===== src/rtl/uart_rx_sipo.sv =====
// ============================================================================
// uart_rx_sipo
// ----------------------------------------------------------------------------
// Serial-in/parallel-out UART receiver (8N1, LSB first, idle high) with an
// internal 32-bit word FIFO. It sits downstream of the TX serializer. It
// oversamples serial_in at tx_clk_in, recovers bytes, and queues them for the
// host. It also returns almost-full backpressure to the transmitter.
//
// Optional build macro:
//   RX_PACK32_EN  - when defined, four valid bytes are packed little-endian
//                   into one FIFO word. When undefined (default), each byte
//                   is written as {24'h0, byte}.
//
// Ports:
//   tx_clk_in         in   1   clock; single clock domain
//   rst               in   1   synchronous, active-high reset
//   serial_in         in   1   UART line, asynchronous to tx_clk_in
//   rd_en             in   1   host read strobe; ignored while empty
//   dout              out 32   FIFO read data, registered, 1-cycle latency
//   empty             out  1   FIFO empty
//   rx_fifo_full_out  out  1   almost-full (count >= DEPTH-2) to TX
//   frame_err         out  1   one-cycle pulse on a bad stop bit
//   overflow          out  1   sticky; a received word was dropped
// ============================================================================
module uart_rx_sipo #(
    parameter int CLOCK_FREQ = 200000000,
    parameter int BAUD_RATE  = 1000000,
    parameter int DEPTH      = 16,
    parameter int ADDR_W     = 4
) (
    input  logic        tx_clk_in,
    input  logic        rst,
    input  logic        serial_in,
    input  logic        rd_en,
    output logic [31:0] dout,
    output logic        empty,
    output logic        rx_fifo_full_out,
    output logic        frame_err,
    output logic        overflow
);

    localparam int CLKS_PER_BIT = CLOCK_FREQ / BAUD_RATE;
    localparam int HALF         = CLKS_PER_BIT / 2;

    localparam logic [31:0]     BIT_LAST  = 32'(CLKS_PER_BIT - 1);
    localparam logic [31:0]     HALF_LAST = 32'(HALF - 1);
    localparam logic [ADDR_W:0] CNT_DEPTH = (ADDR_W + 1)'(DEPTH);
    localparam logic [ADDR_W:0] CNT_AFULL = (ADDR_W + 1)'(DEPTH - 2);
    localparam logic [ADDR_W:0] CNT_ONE   = (ADDR_W + 1)'(1);

    typedef enum logic [2:0] {
        IDLE,
        START,
        DATA,
        STOP,
        WAIT_IDLE
    } state_t;

    // ------------------------------------------------------------------------
    // Line synchronizer. Preset to the idle level so reset never looks like a
    // start bit.
    // ------------------------------------------------------------------------
    logic sync1;
    logic rx_s;

    always_ff @(posedge tx_clk_in) begin
        if (rst) begin
            sync1 <= 1'b1;
            rx_s  <= 1'b1;
        end else begin
            sync1 <= serial_in;
            rx_s  <= sync1;
        end
    end

    // ------------------------------------------------------------------------
    // Receive FSM. A valid stop bit in cycle S registers the write request.
    // The FIFO then commits it at the end of S+1, so empty falls in S+2.
    // ------------------------------------------------------------------------
    state_t      state;
    logic [31:0] baud_cnt;
    logic [2:0]  bit_cnt;
    logic [7:0]  shreg;
    logic        wr_pend;
    logic [31:0] wr_data;

`ifdef RX_PACK32_EN
    logic [1:0]  byte_idx;
    logic [23:0] pack_lo;
`endif

    always_ff @(posedge tx_clk_in) begin
        if (rst) begin
            state     <= IDLE;
            baud_cnt  <= '0;
            bit_cnt   <= '0;
            shreg     <= '0;
            wr_pend   <= 1'b0;
            wr_data   <= '0;
            frame_err <= 1'b0;
`ifdef RX_PACK32_EN
            byte_idx  <= '0;
            pack_lo   <= '0;
`endif
        end else begin
            // Write request and error flag are single-cycle pulses.
            wr_pend   <= 1'b0;
            frame_err <= 1'b0;

            case (state)
                IDLE: begin
                    if (!rx_s) begin
                        state    <= START;
                        baud_cnt <= '0;
                    end
                end

                START: begin
                    if (baud_cnt == HALF_LAST) begin
                        // Mid start bit: a high level here was only a glitch.
                        if (!rx_s) begin
                            state    <= DATA;
                            baud_cnt <= '0;
                            bit_cnt  <= '0;
                        end else begin
                            state <= IDLE;
                        end
                    end else begin
                        baud_cnt <= baud_cnt + 32'd1;
                    end
                end

                DATA: begin
                    if (baud_cnt == BIT_LAST) begin
                        // LSB arrives first, so shift right from the top.
                        shreg    <= {rx_s, shreg[7:1]};
                        baud_cnt <= '0;
                        bit_cnt  <= bit_cnt + 3'd1;
                        if (bit_cnt == 3'd7) begin
                            state <= STOP;
                        end
                    end else begin
                        baud_cnt <= baud_cnt + 32'd1;
                    end
                end

                STOP: begin
                    if (baud_cnt == BIT_LAST) begin
                        baud_cnt <= '0;
                        if (rx_s) begin
                            // Return to IDLE at mid stop bit so a back-to-back
                            // start edge is not missed.
                            state <= IDLE;
`ifdef RX_PACK32_EN
                            case (byte_idx)
                                2'd0: pack_lo[7:0]   <= shreg;
                                2'd1: pack_lo[15:8]  <= shreg;
                                2'd2: pack_lo[23:16] <= shreg;
                                default: begin
                                    wr_pend <= 1'b1;
                                    wr_data <= {shreg, pack_lo};
                                end
                            endcase
                            byte_idx <= byte_idx + 2'd1;
`else
                            wr_pend <= 1'b1;
                            wr_data <= {24'h0, shreg};
`endif
                        end else begin
                            // Bad stop bit: drop the byte and wait out any
                            // break so it cannot look like a new start bit.
                            frame_err <= 1'b1;
                            state     <= WAIT_IDLE;
`ifdef RX_PACK32_EN
                            byte_idx  <= '0;
`endif
                        end
                    end else begin
                        baud_cnt <= baud_cnt + 32'd1;
                    end
                end

                WAIT_IDLE: begin
                    if (rx_s) begin
                        state <= IDLE;
                    end
                end

                default: state <= IDLE;
            endcase
        end
    end

    // ------------------------------------------------------------------------
    // Word FIFO
    // ------------------------------------------------------------------------
    logic [31:0]     mem [DEPTH];
    logic [ADDR_W-1:0] wr_ptr;
    logic [ADDR_W-1:0] rd_ptr;
    logic [ADDR_W:0]   count;
    logic [ADDR_W:0]   count_nxt;
    logic              wr_ok;
    logic              rd_ok;

    // When the FIFO is full, a write is allowed only if a read frees the slot
    // in the same cycle.
    always_comb begin
        rd_ok     = rd_en && !empty;
        wr_ok     = wr_pend && ((count < CNT_DEPTH) || rd_en);
        count_nxt = count;
        if (wr_ok && !rd_ok) begin
            count_nxt = count + CNT_ONE;
        end else if (!wr_ok && rd_ok) begin
            count_nxt = count - CNT_ONE;
        end
    end

    // Storage has no reset. It is only read behind count.
    always_ff @(posedge tx_clk_in) begin
        if (wr_ok) begin
            mem[wr_ptr] <= wr_data;
        end
    end

    always_ff @(posedge tx_clk_in) begin
        if (rst) begin
            wr_ptr           <= '0;
            rd_ptr           <= '0;
            count            <= '0;
            dout             <= '0;
            empty            <= 1'b1;
            rx_fifo_full_out <= 1'b0;
            overflow         <= 1'b0;
        end else begin
            if (wr_ok) begin
                wr_ptr <= wr_ptr + 1'b1;
            end
            if (rd_ok) begin
                // When the FIFO is full and a read and a write happen
                // together, both pointers address the same slot. dout takes
                // the old word before the write replaces it.
                dout   <= mem[rd_ptr];
                rd_ptr <= rd_ptr + 1'b1;
            end
            count            <= count_nxt;
            empty            <= (count_nxt == '0);
            // The margin covers one frame already in flight, because TX only
            // looks at this flag between frames.
            rx_fifo_full_out <= (count_nxt >= CNT_AFULL);
            if (wr_pend && !wr_ok) begin
                overflow <= 1'b1;
            end
        end
    end

endmodule

===== config.mk =====
export PLATFORM = sky130hd
export DESIGN_NAME = uart_rx_sipo
export DESIGN_NICKNAME = d
export VERILOG_FILES = /design/src/rtl/uart_rx_sipo.sv
export SDC_FILE = /design/constraint.sdc
export NUM_CORES = 1
export LEC_CHECK = 0
export CAP_MARGIN = 20
export CORE_MARGIN = 2
export CORE_UTILIZATION = 55
export CTS_CLUSTER_SIZE = 8
export DETAILED_ROUTE_END_ITERATION = 7
export PLACE_DENSITY = 0.86
export SLEW_MARGIN = 25
export SYNTH_ARGS = -nofsm -noshare
export SYNTH_HDL_FRONTEND = slang
export SYNTH_SLANG_ARGS = --single-unit

===== constraint.sdc =====
create_clock -name tx_clk_in -period 2.31 [get_ports tx_clk_in]
set_clock_uncertainty 0.2 [all_clocks]
set_input_delay 0.3465 -clock tx_clk_in [delete_from_list [all_inputs] [get_ports tx_clk_in]]
set_output_delay 0.3465 -clock tx_clk_in [all_outputs]
set_load 0.01 [all_outputs]

## After elaboration in Yosys (flattened, before gate mapping)

Memories as Yosys holds them, arrays and structs flattened. A register that Yosys moved wholly into a read port is not among the register bits.
Index checks and enable logic that the tools add are counted.

| operators by class | value |
|---|---|
| add/sub/neg operators | 6 |
| magnitude comparators | 2 |
| eq/ne operators | 14 |
| mux-type cells | 23 |
| bitwise gates (word level) | 2 |
| reduce and logical (&&, ||, !) cells | 19 |

Operators by type and width:

| kind | number |
|---|---|
| 32-bit two-way mux | 3 |
| 32-bit one-hot mux with 3 select lines | 1 |
| 32-bit by 1-bit adder with 32-bit output (second input constant) | 1 |
| 32-bit by 7-bit equality test with 1-bit output (second input constant) | 1 |
| 32-bit by 8-bit equality test with 1-bit output (second input constant) | 1 |
| 3-bit two-way mux | 10 |
| 3-bit one-hot mux with 5 select lines | 1 |
| 2-bit != test (second input constant) | 7 |
| 5-bit two-way mux | 2 |
| 4-bit by 1-bit adder with 4-bit output (second input constant) | 2 |
| 3-bit by 2-bit equality test with 1-bit output (second input constant) | 2 |
| 3-bit equality test (second input constant) | 2 |
| 3-bit one-hot mux with 2 select lines | 1 |
| 6-bit AND reduction | 1 |
| 5-bit by 1-bit adder with 5-bit output (second input constant) | 1 |
| 5-bit by 4-bit >= comparator with 1-bit output (second input constant) | 1 |
| 1-bit logical AND | 5 |
| 5-bit logical NOT | 1 |
| 5-bit < comparator (second input constant) | 1 |
| 5-bit by 1-bit subtractor with 5-bit output (second input constant) | 1 |
| 1-bit two-way mux | 4 |
| 4-bit AND reduction | 1 |
| 3-bit by 1-bit adder with 3-bit output (second input constant) | 1 |
| 3-bit by 1-bit equality test with 1-bit output (second input constant) | 1 |
| other kinds (11) | 14 |

| storage, ports and cells | value |
|---|---|
| bits in registers | 106 |
| RAM bits | 128 |
| input bits | 4 |
| output and inout bits | 36 |
| word-level logic and storage cells | 83 |
| memories | 1 |

Memories:

| memory | words | width | read ports | clocked after Yosys merged registers in | write ports | line | text |
|---|---|---|---|---|---|---|---|
| mem | 16 | 8 | 1 | 1 | 1 | 197 | `logic [31:0] mem [DEPTH];` |

## Longest topological paths before layout

Gate-level depths: netlist of the first run.

| depth | value |
|---|---|
| depth after elaboration | 8 |
| gate-level depth with buffers | 8 |
| mapped depth without buffers | 6 |

## Least setup slack after synthesis of the first run

OpenSTA, ideal clock, no wires.

| timing | value |
|---|---|
| kind | reg2reg |
| from | register rd_ptr[0] |
| to | register dout[0], read port of mem |
| setup time | 0.132 ns |
| data arrival time | 2.049 ns |
| data required time | 1.978 ns |
| setup slack | -0.072 ns |
| stages on the path, launching flop included | 7 |
| clock period less this slack | 2.382 ns |
| cells stage by stage | dfxtp_1 -> clkbuf_1 -> buf_2 -> mux4_2 -> mux4_2 -> nand2_1 -> a21oi_1 |

RTL lines:

| item | line | text |
|---|---|---|
| start, declared | 199 | `logic [ADDR_W-1:0] rd_ptr;` |
| start signal, assigned | 243 | `rd_ptr <= rd_ptr + 1'b1;` |
| end, declared | 35 | `output logic [31:0] dout,` |

## Worst setup path in the final report of the first run

| timing | value |
|---|---|
| from | register baud_cnt[14] |
| to | register bit_cnt[0] |

| between the ends | value |
|---|---|
| word-level cells in the longest chain between the ends | 3 |
| elaborated cells on any way between the ends | 5 |
| classes of those cells | 4 x eq/ne; 1 x reduce/logical |

RTL lines:

| item | line | text |
|---|---|---|
| start, declared | 81 | `logic [31:0] baud_cnt;` |
| start signal, assigned | 129 | `baud_cnt <= baud_cnt + 32'd1;` |
| start signal, assigned | 143 | `baud_cnt <= baud_cnt + 32'd1;` |
| start signal, assigned | 179 | `baud_cnt <= baud_cnt + 32'd1;` |
| 32-bit by 8-bit equality test with 1-bit output or 32-bit by 7-bit equality test with 1-bit output (tied branches) | 134, 119 |  |
| 2-bit != test (no source line) | n/a |  |
| 4-bit AND reduction (no source line) * | n/a |  |
| end signal, assigned | 138 | `bit_cnt <= bit_cnt + 3'd1;` |
| end, declared | 82 | `logic [2:0] bit_cnt;` |

Mark *: on every way between the ends. The rest lies on a longest branch, timed or not.
A chain may end at the register's enable or synchronous reset.

==> results of run 1 <==
-- how the worst min path moves through the flow --
stage                startpoint               end  slack [ns]  depth (start not counted)
2_1_floorplan  sync1$_SDFF_PP1_   rx_s$_SDFF_PP1_        0.19                          1
6_report              serial_in  sync1$_SDFF_PP1_        0.18                          2
3_5_place_dp   sync1$_SDFF_PP1_   rx_s$_SDFF_PP1_        0.20                          1
5_1_grt               serial_in  sync1$_SDFF_PP1_        0.19                          2
3_3_place_gp   sync1$_SDFF_PP1_   rx_s$_SDFF_PP1_        0.20                          1
4_1_cts               serial_in  sync1$_SDFF_PP1_        0.18                          2
-- what timing repair did --
| action | CTS | global route |
|---|---|---|
| endpoints found under the hold margin | 2 | 0 |
| buffers inserted | 1 | 5 |
| pin swaps | 1 | 8 |
| hold buffers | 1 | 0 |
| gates resized for setup | 11 | 27 |
| setup endpoints to repair | 40 | 38 |
| cloned | 1 | 0 |
-- worst max-delay path, stage by stage, from the launching register on --
cell     delay, ns
dfxtp_1       0.34
nor4_2        0.34
nand4_2       0.24
buf_4         0.24
or2_2         0.37
o31ai_2       0.31
a21oi_1       0.15
-- layout make-up --
class	count	area, um^2
multi-input cells	452	3530
repair buffers	87	761
flip-flops and latches	210	5490
well taps	220	275
fillers	972	5470
inverters	18	67.6
clock inverters	2	36.3
clock buffers	51	830
-- routing by layer --
layer | GRT usage (%) | wire (um) | vias to the layer above
li1 | - | - | 2876
met2 | 48.8 | 12800 | 639
met3 | 5.75 | 2980 | 164
met1 | 37.1 | 9180 | 3390
met5 | 0 | 13 | -
met4 | 12.3 | 1560 | 2
-- where the power goes --
group / switching [W] / total [W] / leakage, nW / internal, W
clock: 0.00165 / 0.00407 / 0.410 / 0.00242
sequential: 0.0000777 / 0.00409 / 1.85 / 0.00401
combinational: 0.000502 / 0.000958 / 1.40 / 0.000456
-- synthesized netlist by cell type, types with 7 or more instances --
library cell,instances
o211ai_1,11
and3_1,8
nand2_1,41
o21ai_0,18
buf_2,8
xor2_1,9
inv_1,18
mux4_2,40
a21oi_1,21
nand2b_1,11
nor2_1,55
edfxtp_1,128
ha_1,10
a31oi_1,26
nand4_1,17
or2_2,7
and2_1,10
a41oi_1,9
buf_4,25
mux2i_1,16
nor3_1,15
nor4_1,7
clkbuf_1,31
dfxtp_1,82
nand3_1,38
-- flip-flops by register name, indices dropped and copies added (netlist names), 4 cells and up --
signal	flops
baud_cnt	32
count	5
dout	8
mem	128
rd_ptr	4
shreg	8
wr_data	8
wr_ptr	4
-- stage by stage --
stage / setup TNS [ns] / total power (W)
CTS: -0.00326 / 0.00908
detailed placement: -0.117 / 0.00505
global placement: 0 / 0.00501
floorplan: 0 / 0.00479
global route: -0.851 / 0.00933
finish: -0.0362 / 0.00911
-- logic make-up after synthesis --
logic type / after synthesis / share of synthesized area, %
adder cells (fa/ha/maj): 10 / 1.36
multiplexers: 56 / 11.5
other: 1 / 0.0407
buffers and inverters: 84 / 4.55
AO/OA/AOI/OAI: 112 / 8.16
flip-flops: 210 / 59.6
AND/OR/NAND/NOR: 238 / 13.7
XOR/XNOR: 12 / 1.14
==> flow_summary.json, run 1 <==
{
  "finalHoldViolCount": 0,
  "clk_latency_ns": 0.56,
  "reg2regPathDepth": 6,
  "drt_iter0_markers": 1091,
  "dp_slack_ns": -0.0137,
  "placed_cell_area_um2": 9910,
  "layout_common_cells": "edfxtp_1, dfxtp_1, buf_4, nor2_1",
  "layout_commonest_cell": "edfxtp_1",
  "rr_startpoint": "baud_cnt[14]$_SDFFE_PP0P_",
  "worst_slack_ns": -0.0267,
  "row_count": 47,
  "ant_nets": 0,
  "min_period_over_period_pct": 101,
  "slew_violations": 0,
  "cp-start-kind": "register",
  "period_needed_ns": 2.34,
  "p_leak_nw": 3.66,
  "cts_buffer_depth": 3,
  "synth_top_cell_area_share_pct": 41.7,
  "num_io_pins": 40,
  "dieArea_um2": 17800,
  "ys.flop_type": "edfxtp_1",
  "yosysUniqueCellTypes": 57,
  "routedWlPerCell_um": 25.5,
  "dp_hpwl_mm": 14.1,
  "required_ns": 2.51,
  "drc": 0,
  "fin_hold_ws_ns": 0.178,
  "cts_tree": "done",
  "peakVddDrop_uv": 661,
  "setup_viol": 2,
  "drv_cap": 0,
  "coreArea_um2": 16500,
  "critPathCapture": "bit_cnt[0]$_SDFFE_PP0P_",
  "die_h_um": 133,
  "vias_per_cell": 6.80,
  "worstPathArrival_ns": 2.54,
  "track_usage_pct": 29.0,
  "status": "finished with violations",
  "max-slew-margin-rel_pct": 42.5,
  "yosysSeqAreaShare_pct": 59.6,
  "clock_tree.root_cell": "clkbuf_16",
  "final_core_util_pct": 66.8,
  "clk_pin_slew_ns": 0.06,
  "synth_warnings": 0,
  "grt-ovfl-total": 0,
  "setup.worst_path.end_class": "register",
  "ys_ff_latch": 210,
  "avgSynthCellArea_um2": 12.7,
  "fin_nets": 813,
  "violations": "negative setup slack",
  "cts_max_level": 1,
  "yosysTopAreaCell": "edfxtp_1",
  "cp-startpoint": "baud_cnt[14]$_SDFFE_PP0P_",
  "fmax_mhz": 428,
  "worstSetupPathType": "register to register",
  "initial_core_util_pct": 55.9,
  "reg2reg_to": "bit_cnt[0]$_SDFFE_PP0P_",
  "vias": 7071,
  "async_reset_ff_share_pct": 0,
  "synth-edff-count": 128,
  "antenna_found_initial": 1,
  "rrSetupSlack_ns": -0.03,
  "synth_area_um2": 9210,
  "grt_first_pass_wirelength_mm": 39.5,
  "wl_mm": 26.5,
  "cts_sinks": 210,
  "fin_area_um2": 11000,
  "drive_gt1_share_pct": 22.8,
  "hp-class": "input pin to register",
  "dp.cells": 979,
  "path_max_fanout": 7,
  "worst_pin_slew_ns": 0.861,
  "syn_to_final_growth_pct": 19.4,
  "diodes": 0,
  "ys_top_cells_by_area": "edfxtp_1, dfxtp_1, mux4_2",
  "layout.cells.non_filler": 1040,
  "grt_pass1_vias": 6643,
  "detail_route.first_pass.iterations": 6,
  "grt_max_degree": 51,
  "die_x_um": 133,
  "portBuffers": 15,
  "power-per-cell-area_nw_per_um2": 829,
  "globalplace.congestion": 0.838,
  "cts-buffers-inserted": 30,
  "netlist_instances": 723
}
No activity file was read; power rests on OpenSTA's default activity.
==> run 2: changes to the inputs <==
--- a/config.mk
+++ b/config.mk
@@ -10,7 +10,7 @@
 export CORE_UTILIZATION = 55
 export CTS_CLUSTER_SIZE = 8
 export DETAILED_ROUTE_END_ITERATION = 7
-export PLACE_DENSITY = 0.86
+export PLACE_DENSITY = 0.77
 export SLEW_MARGIN = 25
 export SYNTH_ARGS = -nofsm -noshare
 export SYNTH_HDL_FRONTEND = slang
==> run 2 against run 1 <==
The flow now finishes without violations. Critical path depth unchanged. Cell count decreased by 0.48%. Non-clock buffer count decreased by 6. First-iteration DRC count decreased by 35%. Maximum frequency increased by 4.3%. Total power decreased by 1.5%. Sequential power about the same.
==> flow_summary.json, run 2 (same netlist as run 1, synthesis figures left out) <==
{
  "track_usage_pct": 24.0,
  "vias": 6413,
  "cp-start-kind": "register",
  "p_leak_nw": 3.61,
  "clk_latency_ns": 0.54,
  "row_count": 47,
  "routedWlPerCell_um": 20.4,
  "worstSetupPathType": "register to register",
  "cts_max_level": 1,
  "cts_tree": "done",
  "antenna_found_initial": 1,
  "status": "complete, no violations",
  "grt_first_pass_wirelength_mm": 33.5,
  "regMostFlops": "mem",
  "power-per-cell-area_nw_per_um2": 829,
  "coreArea_um2": 16500,
  "power_w": 0.00898,
  "layout_common_cells": "edfxtp_1, dfxtp_1, buf_4, nor2_1",
  "die_h_um": 133,
  "die_x_um": 133,
  "drc": 0,
  "cts-buffers-inserted": 30,
  "setup_viol": 0,
  "clk_pin_slew_ns": 0.05,
  "dieArea_um2": 17800,
  "final_core_util_pct": 65.8,
  "worstPathArrival_ns": 2.51,
  "peakVddDrop_uv": 725,
  "vias_per_cell": 6.20,
  "diodes": 0,
  "initial_core_util_pct": 55.9,
  "fmax_mhz": 446,
  "fin_nets": 807,
  "grt-ovfl-total": 0,
  "num_io_pins": 40,
  "slew_violations": 0,
  "worst_pin_slew_ns": 0.827,
  "cts_sinks": 210,
  "met1Wirelength_mm": 8.60,
  "grt_pass1_vias": 6209,
  "dp_slack_ns": 0.0253,
  "wl_mm": 21.1,
  "path_max_fanout": 9,
  "wl_met3_mm": 1.52,
  "fillCellCount": 1139,
  "detail_route.first_pass.iterations": 6,
  "highest_layer": "met5",
  "worst_slack_ns": 0.0697,
  "required_ns": 2.58,
  "grt_max_degree": 48,
  "wl_met2_mm": 10.5,
  "period_needed_ns": 2.24,
  "top_regs": "mem: 128 flops, baud_cnt: 32 flops",
  "drive_gt1_share_pct": 20.0,
  "cts_buffer_depth": 3,
  "max-slew-margin-rel_pct": 44.8,
  "portBuffers": 15,
  "setup.worst_path.end_class": "register",
  "drv_cap": 0,
  "dp_hpwl_mm": 13.5,
  "ant_nets": 0,
  "finalHoldViolCount": 0,
  "layout_commonest_cell": "edfxtp_1",
  "rsz0062_at_grt": "true",
  "syn_to_final_growth_pct": 17.6,
  "min_period_over_period_pct": 97.0,
  "clock_tree.root_cell": "clkbuf_16",
  "hp-class": "input pin to register",
  "drt_iter0_markers": 704,
  "largest_reg_flops": 128,
  "globalplace.congestion": 0.949
}
[run 2: what timing repair did]
| item | 4_1_cts | 5_1_grt |
|---|---|---|
| setup endpoints to repair | 0 | 44 |
| gates resized for setup | 0 | 10 |
| hold buffers | 0 | 0 |
| buffers inserted | 0 | 1 |
[run 2: metrics by stage]
step                cells  instance area [um^2]  hold slack (ns)  TNS, ns
floorplan             746                  9300            0.189        0
global placement      980                  9920            0.207        0
detailed placement    980                  9920            0.201        0
CTS                  1034                 10800         0.000318        0
global route         1035                 10800           0.0308  -0.0190
finish               1035                 10800           0.0100        0
[run 2: where the power goes]
part           internal [W]  leakage [nW]  switching [W]
Sequential          0.00401          1.85      0.0000804
Clock               0.00241         0.407        0.00154
Combinational      0.000461          1.35       0.000470
[run 2: path summary, 6_finish.rpt]
kind | startpoint | endpoint | slack (ns) | cells after the start
min reg2reg | sync1$_SDFF_PP1_ | rx_s$_SDFF_PP1_ | 0.22 | 1
max | baud_cnt[0]$_SDFFE_PP0P_ | state[0]$_SDFFE_PP0P_ | 0.07 | 6
max reg2reg | baud_cnt[0]$_SDFFE_PP0P_ | state[0]$_SDFFE_PP0P_ | 0.07 | 6
min | rst | state[2]$_SDFFE_PP0P_ | 0.01 | 3
[run 2: per-layer routing]
layer / track usage [%] / vias to the layer above
met2: 40.7 / 322
met1: 32.2 / 3167
li1: - / 2882
met5: 0 / -
met4: 7.51 / 2
met3: 3.81 / 40
[run 2: cell type report]
cell class                      instances  area, um^2  share of cell area [%]
Inverter                               18        67.6                   0.624
Clock buffer                           52         833                    7.69
Tap cell                              220         275                    2.54
Clock inverter                          2        25.0                   0.231
Timing Repair Buffer                   81         702                    6.48
Sequential cell                       210        5490                    50.7
Multi-Input combinational cell        452        3440                    31.8
[run 2: critical path, stage by stage (launching register included)]
cell and delay, ns:
dfxtp_1 0.33, ha_1 0.17, nand4b_1 0.15, or3_1 0.35, a211o_4 0.39, a221o_1 0.38, a211oi_2 0.20
